**config.mk**
```make
export PLATFORM = sky130hd
export DESIGN_NAME = uart_tx_param_flat
export DESIGN_NICKNAME = d
export VERILOG_FILES = /design/src/rtl/uart_tx_param_if.sv /design/src/rtl/uart_tx_param.sv /design/src/flat_wrapper.sv
export SDC_FILE = /design/constraint.sdc
export NUM_CORES = 1
export LEC_CHECK = 0
export ABC_CLOCK_PERIOD_IN_PS = 1800
export BUFFER_PORTS_ARGS = -buffer_cell sky130_fd_sc_hd__buf_2
export CORE_MARGIN = 1.5
export CORE_UTILIZATION = 40
export CTS_CLUSTER_SIZE = 24
export DETAILED_ROUTE_END_ITERATION = 8
export PLACE_DENSITY_LB_ADDON = 0.12
export SYNTH_ARGS = -nofsm -noshare
export SYNTH_HDL_FRONTEND = slang
export SYNTH_SLANG_ARGS = --single-unit
```
**constraint.sdc**
```tcl
create_clock -name clk -period 1.8 [get_ports clk]
set_input_delay 0.09 -clock clk [delete_from_list [all_inputs] [get_ports clk]]
set_output_delay 0.09 -clock clk [all_outputs]
set_load 0.05 [all_outputs]
```
**src/rtl/uart_tx_param_if.sv**
```systemverilog
// Transmit-side bus of uart_tx_param: word handshake, serial line and status.
// A word moves on a rising edge where en && ready; data_in only matters on that edge,
// and en raised while ready is low is simply ignored (no stall, no queueing).
interface uart_tx_param_if #(
   parameter int DATA_BITS = 8
);
   logic                 en;
   logic [DATA_BITS-1:0] data_in;
   logic                 ready;
   logic                 tx;
   logic                 busy;
   logic                 done;
   logic [2:0]           state_dbg;

   modport master (
      output en, data_in,
      input  ready, tx, busy, done, state_dbg
   );

   modport slave (
      input  en, data_in,
      output ready, tx, busy, done, state_dbg
   );
endinterface

```
**src/rtl/uart_tx_param.sv**
```systemverilog
// Parameterised UART transmitter: 1-deep holding register, shift register and
// a frame FSM with its own bit-period counter; tx, done are registered outputs.
module uart_tx_param #(
   parameter int CLK_FREQ  = 50_000_000,
   parameter int BAUD      = 9600,
   parameter int DATA_BITS = 8,
   parameter int PARITY    = 0,
   parameter int STOP_BITS = 1
) (
   input logic            clk,
   input logic            rst,
   uart_tx_param_if.slave bus
);

   localparam int CLKS_PER_BIT = (BAUD > 0) ? (CLK_FREQ / BAUD) : 0;
   localparam int CNT_W        = (CLKS_PER_BIT < 2) ? 1 : $clog2(CLKS_PER_BIT);

   localparam logic [CNT_W-1:0] CNT_LAST   = CNT_W'(CLKS_PER_BIT - 1);
   localparam logic [3:0]       DATA_LAST  = 4'(DATA_BITS - 1);
   localparam logic [3:0]       STOP_LAST  = 4'(STOP_BITS - 1);
   localparam logic             HAS_PARITY = (PARITY != 0);
   localparam logic             ODD_PARITY = (PARITY == 1);

   generate
      if (CLKS_PER_BIT < 2) begin : g_bad_rate
         $error("uart_tx_param: CLK_FREQ/BAUD must be at least 2");
      end
      if (DATA_BITS < 5 || DATA_BITS > 9) begin : g_bad_data_bits
         $error("uart_tx_param: DATA_BITS must be 5..9");
      end
      if (PARITY < 0 || PARITY > 2) begin : g_bad_parity
         $error("uart_tx_param: PARITY must be 0, 1 or 2");
      end
      if (STOP_BITS < 1 || STOP_BITS > 2) begin : g_bad_stop_bits
         $error("uart_tx_param: STOP_BITS must be 1 or 2");
      end
   endgenerate

   typedef enum logic [2:0] {
      S_IDLE   = 3'd0,
      S_START  = 3'd1,
      S_DATA   = 3'd2,
      S_PARITY = 3'd3,
      S_STOP   = 3'd4
   } state_e;

   state_e               state_q, state_d;
   logic [CNT_W-1:0]     cnt_q, cnt_d;
   logic [3:0]           idx_q, idx_d;
   logic [DATA_BITS-1:0] shift_q, shift_d;
   logic [DATA_BITS-1:0] hold_q, hold_d;
   logic                 hold_valid_q, hold_valid_d;
   logic                 par_q, par_d;
   logic                 tx_q, tx_d;
   logic                 done_q, done_d;

   logic bit_end;
   logic accept;
   logic load;

   assign bit_end = (cnt_q == CNT_LAST);
   assign accept  = bus.en && !hold_valid_q;

   always_comb begin
      state_d      = state_q;
      cnt_d        = bit_end ? '0 : cnt_q + CNT_W'(1);
      idx_d        = idx_q;
      shift_d      = shift_q;
      hold_d       = hold_q;
      hold_valid_d = hold_valid_q;
      par_d        = par_q;
      done_d       = 1'b0;
      load         = 1'b0;

      if (accept) begin
         hold_d       = bus.data_in;
         hold_valid_d = 1'b1;
      end

      case (state_q)
         S_IDLE: begin
            cnt_d = '0;
            idx_d = '0;
            load  = hold_valid_q;
         end
         S_START: begin
            if (bit_end) begin
               state_d = S_DATA;
               idx_d   = '0;
            end
         end
         S_DATA: begin
            if (bit_end) begin
               shift_d = shift_q >> 1;
               if (idx_q == DATA_LAST) begin
                  idx_d   = '0;
                  state_d = HAS_PARITY ? S_PARITY : S_STOP;
               end else begin
                  idx_d = idx_q + 4'd1;
               end
            end
         end
         S_PARITY: begin
            if (bit_end) begin
               state_d = S_STOP;
               idx_d   = '0;
            end
         end
         S_STOP: begin
            if (bit_end) begin
               if (idx_q == STOP_LAST) begin
                  done_d = 1'b1;
                  if (hold_valid_q) begin
                     load = 1'b1;
                  end else begin
                     state_d = S_IDLE;
                  end
               end else begin
                  idx_d = idx_q + 4'd1;
               end
            end
         end
         default: begin
            state_d = S_IDLE;
            cnt_d   = '0;
            idx_d   = '0;
         end
      endcase

      // Hold-to-shift transfer; ready is low on this edge so it never races an accept.
      if (load) begin
         state_d      = S_START;
         cnt_d        = '0;
         idx_d        = '0;
         shift_d      = hold_q;
         par_d        = ODD_PARITY ? ~(^hold_q) : (^hold_q);
         hold_valid_d = 1'b0;
      end
   end

   // tx follows the state one cycle late, so every bit on the line is exactly one period.
   always_comb begin
      tx_d = 1'b1;
      case (state_q)
         S_IDLE:   tx_d = 1'b1;
         S_START:  tx_d = 1'b0;
         S_DATA:   tx_d = shift_q[0];
         S_PARITY: tx_d = par_q;
         S_STOP:   tx_d = 1'b1;
         default:  tx_d = 1'b1;
      endcase
   end

   always_ff @(posedge clk) begin
      if (rst) begin
         state_q      <= S_IDLE;
         cnt_q        <= '0;
         idx_q        <= '0;
         shift_q      <= '0;
         hold_q       <= '0;
         hold_valid_q <= 1'b0;
         par_q        <= 1'b0;
         tx_q         <= 1'b1;
         done_q       <= 1'b0;
      end else begin
         state_q      <= state_d;
         cnt_q        <= cnt_d;
         idx_q        <= idx_d;
         shift_q      <= shift_d;
         hold_q       <= hold_d;
         hold_valid_q <= hold_valid_d;
         par_q        <= par_d;
         tx_q         <= tx_d;
         done_q       <= done_d;
      end
   end

   assign bus.ready     = !hold_valid_q;
   assign bus.tx        = tx_q;
   assign bus.busy      = (state_q != S_IDLE) || hold_valid_q;
   assign bus.done      = done_q;
   assign bus.state_dbg = state_q;

endmodule

```
**src/flat_wrapper.sv**
```systemverilog
// flat-port wrapper written by rule: the top's interface ports become plain ports
module uart_tx_param_flat 
#(
   parameter int CLK_FREQ  = 50_000_000,
   parameter int BAUD      = 9600,
   parameter int DATA_BITS = 8,
   parameter int PARITY    = 0,
   parameter int STOP_BITS = 1
)
  (clk, rst, bus_en, bus_data_in, bus_ready, bus_tx, bus_busy, bus_done, bus_state_dbg);
  uart_tx_param_if #(.DATA_BITS(DATA_BITS)) bus_i ();
  input logic clk;
  input logic rst;
  input wire logic [$bits(bus_i.en)-1:0] bus_en;
  input wire logic [$bits(bus_i.data_in)-1:0] bus_data_in;
  output wire logic [$bits(bus_i.ready)-1:0] bus_ready;
  output wire logic [$bits(bus_i.tx)-1:0] bus_tx;
  output wire logic [$bits(bus_i.busy)-1:0] bus_busy;
  output wire logic [$bits(bus_i.done)-1:0] bus_done;
  output wire logic [$bits(bus_i.state_dbg)-1:0] bus_state_dbg;
  assign bus_i.en = bus_en;
  assign bus_i.data_in = bus_data_in;
  assign bus_ready = bus_i.ready;
  assign bus_tx = bus_i.tx;
  assign bus_busy = bus_i.busy;
  assign bus_done = bus_i.done;
  assign bus_state_dbg = bus_i.state_dbg;
  uart_tx_param #(.CLK_FREQ(CLK_FREQ), .BAUD(BAUD), .DATA_BITS(DATA_BITS), .PARITY(PARITY), .STOP_BITS(STOP_BITS)) u_core (.clk(clk), .rst(rst), .bus(bus_i));
endmodule
```
==> impl_metrics.json <==
{
  "reg2reg_setup_slack_ns": 0.01,
  "die_w_um": 72.32,
  "yosysTopAreaCellShare_pct": 41.67,
  "drc": 0,
  "syn_to_final_growth_pct": 29.23,
  "hold_viol_final": 0,
  "grt_pass1_vias": 1417,
  "start_kind": "flop",
  "regArea_um2": 812.0,
  "grt_pass1_wl_um": 6589,
  "fin_cells": 308,
  "synth_seq_area_share_pct": 41.67,
  "grt_util_met2_pct": 22.84,
  "grtUsageMet1_pct": 23.29,
  "die_h_um": 72.32,
  "viasPerCell": 5.107,
  "critPathMaxFanout": 7,
  "use_met3_pct": 4.583,
  "syn_inst": 214,
  "timing.fmax_mhz": 559.0,
  "first_iter_violations": 34,
  "syn_area_um2": 1922,
  "rows": 25,
  "yosysTopAreaCell": "dfxtp_1",
  "yosysWarnings": 0,
  "clockRootBuffer": "clkbuf_8",
  "core_area_um2": 4661,
  "crit_family": "simple AND/OR/NAND/NOR gates",
  "grt_max_degree": 23,
  "hold_class": "in2reg",
  "initial_utilization_pct": 41.23,
  "cell_internal_pwr_w": 0.001518,
  "numPortBuffers": 17,
  "syn-mean-instance-area_um2": 8.981,
  "maxSlewViolCount": 0,
  "fin_crit_ns": 1.789,
  "worst_pin_slew_ns": 0.4581,
  "cp_slowest_cell": "or3_4",
  "p_comb_share_pct": 12.9,
  "drv_cap": 0,
  "drive_above_1_share_pct": 33.46,
  "dpl.hpwl_um": 2744,
  "yosys.cell_types.count": 42,
  "synth.area.top_cells": "dfxtp_1 (42%), nor2_1 (7.0%), xnor2_1 (5.5%), mux2i_1 (4.7%), a311oi_2 (3.9%)",
  "numCtsBuffers": 5,
  "clockBufferDepth": 2,
  "nets": 267,
  "h-tree-depth": 2,
  "cts_tree": "done",
  "clk_pin_slew_ns": 0.08,
  "synth-seq-cells": 40,
  "ant_nets": 0,
  "vias": 1573,
  "p_sw_w": 0.0004914,
  "peakVddDrop_uv": 378.3,
  "critical-path-max-stage-delay_ns": 0.37,
  "relSlewSlack_pct": 69.46,
  "final_util_pct": 53.29,
  "critical_path_required_ns": 1.97,
  "syn_nets": 228,
  "routed_wl_um": 3912,
  "worst-path-buf-inv": 1,
  "tns_ns": 0,
  "overflow": 0,
  "grt-busiest-layer": "met1",
  "p_leak_nw": 0.9612,
  "setup_violations": 0,
  "arrival_ns": 1.96,
  "switching_share_pct": 24.45,
  "cts_sinks": 40,
  "end_kind": "flop",
  "post-route-period-util_pct": 99.39,
  "routabilityCongestion": 0.8066,
  "rsz0062_at_grt": "yes",
  "num_antenna_cells": 0,
  "outcome": "finished, final reports clean",
  "clock_skew_ns": 0.005620,
  "pwr-share-seq_pct": 47.1,
  "worst-setup-path-type": "reg2reg",
  "firstDrtPassIters": 4,
  "total_power_w": 0.002010,
  "fillCellCount": 429,
  "grtUsageTotal_pct": 16.10,
  "die_area_um2": 5229,
  "p_clk_share_pct": 40.0,
  "place_inst": 298,
  "multi_input_area_um2": 1157,
  "p_per_area_nw_per_um2": 809.2,
  "worstSkewPairLatency_ns": 0.29,
  "wire_per_inst_um": 12.70,
  "antenna_found_initial": 0,
  "ios": 18,
  "hold-worst-slack_ns": 0.02616,
  "worstPathCellList": "inv_2 > ha_4 > nand4bb_1 > or3_4 > o31a_1 > or2b_4 > a311oi_2"
}
==> final timing paths <==
| check | start | endpoint | cells past startpoint |
|---|---|---|---|
| worst min-delay path | bus_en | u_core.hold_valid_q | 3 |
| worst max register to register | u_core.idx_q[1] | u_core.idx_q[0] | 7 |
| worst max-delay path | u_core.idx_q[1] | u_core.idx_q[0] | 7 |
| worst min register to register | u_core.shift_q[2] | u_core.shift_q[2] | 2 |
==> final cells by class <==
cell class,instances,area share [%]
clock buffer,7,3.879
clock inverter,1,1.209
inverter,4,0.6045
multi-input combinational,160,46.60
sequential,40,32.70
tap,54,2.720
timing repair buffer,42,12.29
==> power by group through the flow <==
| stage | sequential, W | combinational (W) | clock (W) |
|---|---|---|---|
| after detailed placement | 0.000965 | 0.000247 | 0 |
| after global placement | 0.000966 | 0.000244 | 0 |
| after floorplan | 0.000969 | 0.000174 | 0 |
| after CTS | 0.000945 | 0.000249 | 0.000826 |
| after global routing | 0.000951 | 0.000282 | 0.000857 |
| final | 0.000947 | 0.000259 | 0.000804 |
==> synth_stat cells <==
| master | n |
|---|---|
| a211oi_1 | 1 |
| a311oi_2 | 5 |
| buf_2 | 3 |
| nor4b_1 | 1 |
| o311ai_0 | 1 |
| and2b_1 | 1 |
| buf_6 | 2 |
| or2b_4 | 1 |
| o21ai_0 | 1 |
| dfxtp_1 | 40 |
| nor2_1 | 36 |
| and4bb_1 | 1 |
| and4bb_2 | 1 |
| a22oi_1 | 3 |
| xor2_1 | 7 |
| nand2b_1 | 3 |
| and4b_1 | 1 |
| buf_1 | 2 |
| nor3_1 | 2 |
| o31a_1 | 1 |
| xnor2_1 | 12 |
| or3_1 | 4 |
| nand2_1 | 19 |
| mux2i_1 | 9 |
| nand4bb_1 | 1 |
| nand3_1 | 10 |
| nand3b_1 | 2 |
| a21o_1 | 3 |
| and3_1 | 7 |
| a311oi_1 | 1 |
| nand4_1 | 2 |
| clkbuf_1 | 3 |
| nor4bb_1 | 1 |
| nor2b_1 | 2 |
| a21oi_1 | 12 |
| nand3_2 | 1 |
| o31ai_4 | 1 |
| a31oi_1 | 2 |
| inv_1 | 4 |
| and2_1 | 1 |
| and4_1 | 1 |
| ha_1 | 3 |
==> registers in the layout (all words and copies together), names as in the netlist <==
signal                flops
u_core.shift_q            8
u_core.hold_valid_q       1
u_core.bus.tx             1
u_core.hold_q             8
u_core.cnt_q             13
u_core.bus.done           1
u_core.bus.state_dbg      3
u_core.idx_q              4
u_core.par_q              1
==> cell usage in the layout (no fill, tap or decap), types with 3 or more instances in the layout <==
cell type,n
dfxtp_2,3
nand3_1,9
buf_2,17
clkbuf_8,7
a311oi_2,6
a21oi_1,8
and3_1,7
nor2_2,3
dfxtp_1,35
a21o_1,3
a22oi_1,3
buf_4,21
xor2_1,7
xnor2_1,12
a21oi_2,4
nor2_4,3
nand2_1,19
mux2i_1,9
nor2_1,30
nand2b_1,3
==> worst min-delay path, stage by stage <==
cell    delay (ns)
buf_2         0.08
nor2_1        0.03
nor2_1        0.08
==> per-stage QoR <==
| stage | setup slack, ns | instance area [µm²] |
|---|---|---|
| floorplan | 0.01237 | 1958 |
| global placement | -0.1076 | 2250 |
| detailed placement | -0.08654 | 2250 |
| CTS | 0.004208 | 2386 |
| global route | -0.1046 | 2484 |
| finish | 0.01106 | 2484 |
==> cell families after synthesis <==
logic type / count (synthesis) / share of synthesized area, %
DFF: 40 / 41.67
xor gates and xnor gates: 19 / 8.659
muxes: 9 / 4.688
adders and majority gates: 3 / 1.953
AOI/OAI and AO/OA: 31 / 13.15
and+or+nand+nor: 98 / 26.17
buffers and inverters: 14 / 3.711
==> metal layers <==
| metal | up-vias | wire, µm |
|---|---|---|
| met5 | - | 0 |
| met4 | 0 | 56 |
| met3 | 7 | 116 |
| met2 | 20 | 1743 |
| met1 | 727 | 1996 |
| li1 | 819 | - |
==> what timing repair did <==
item	in CTS	in global routing
endpoints found under the hold margin	0	0
pin swaps	2	4
endpoints found under the setup margin	9	25
gates resized for setup	2	23
cloned	0	0
setup buffers	0	2
hold buffers	0	0
Note: power is estimated with default switching activity, not from simulation.
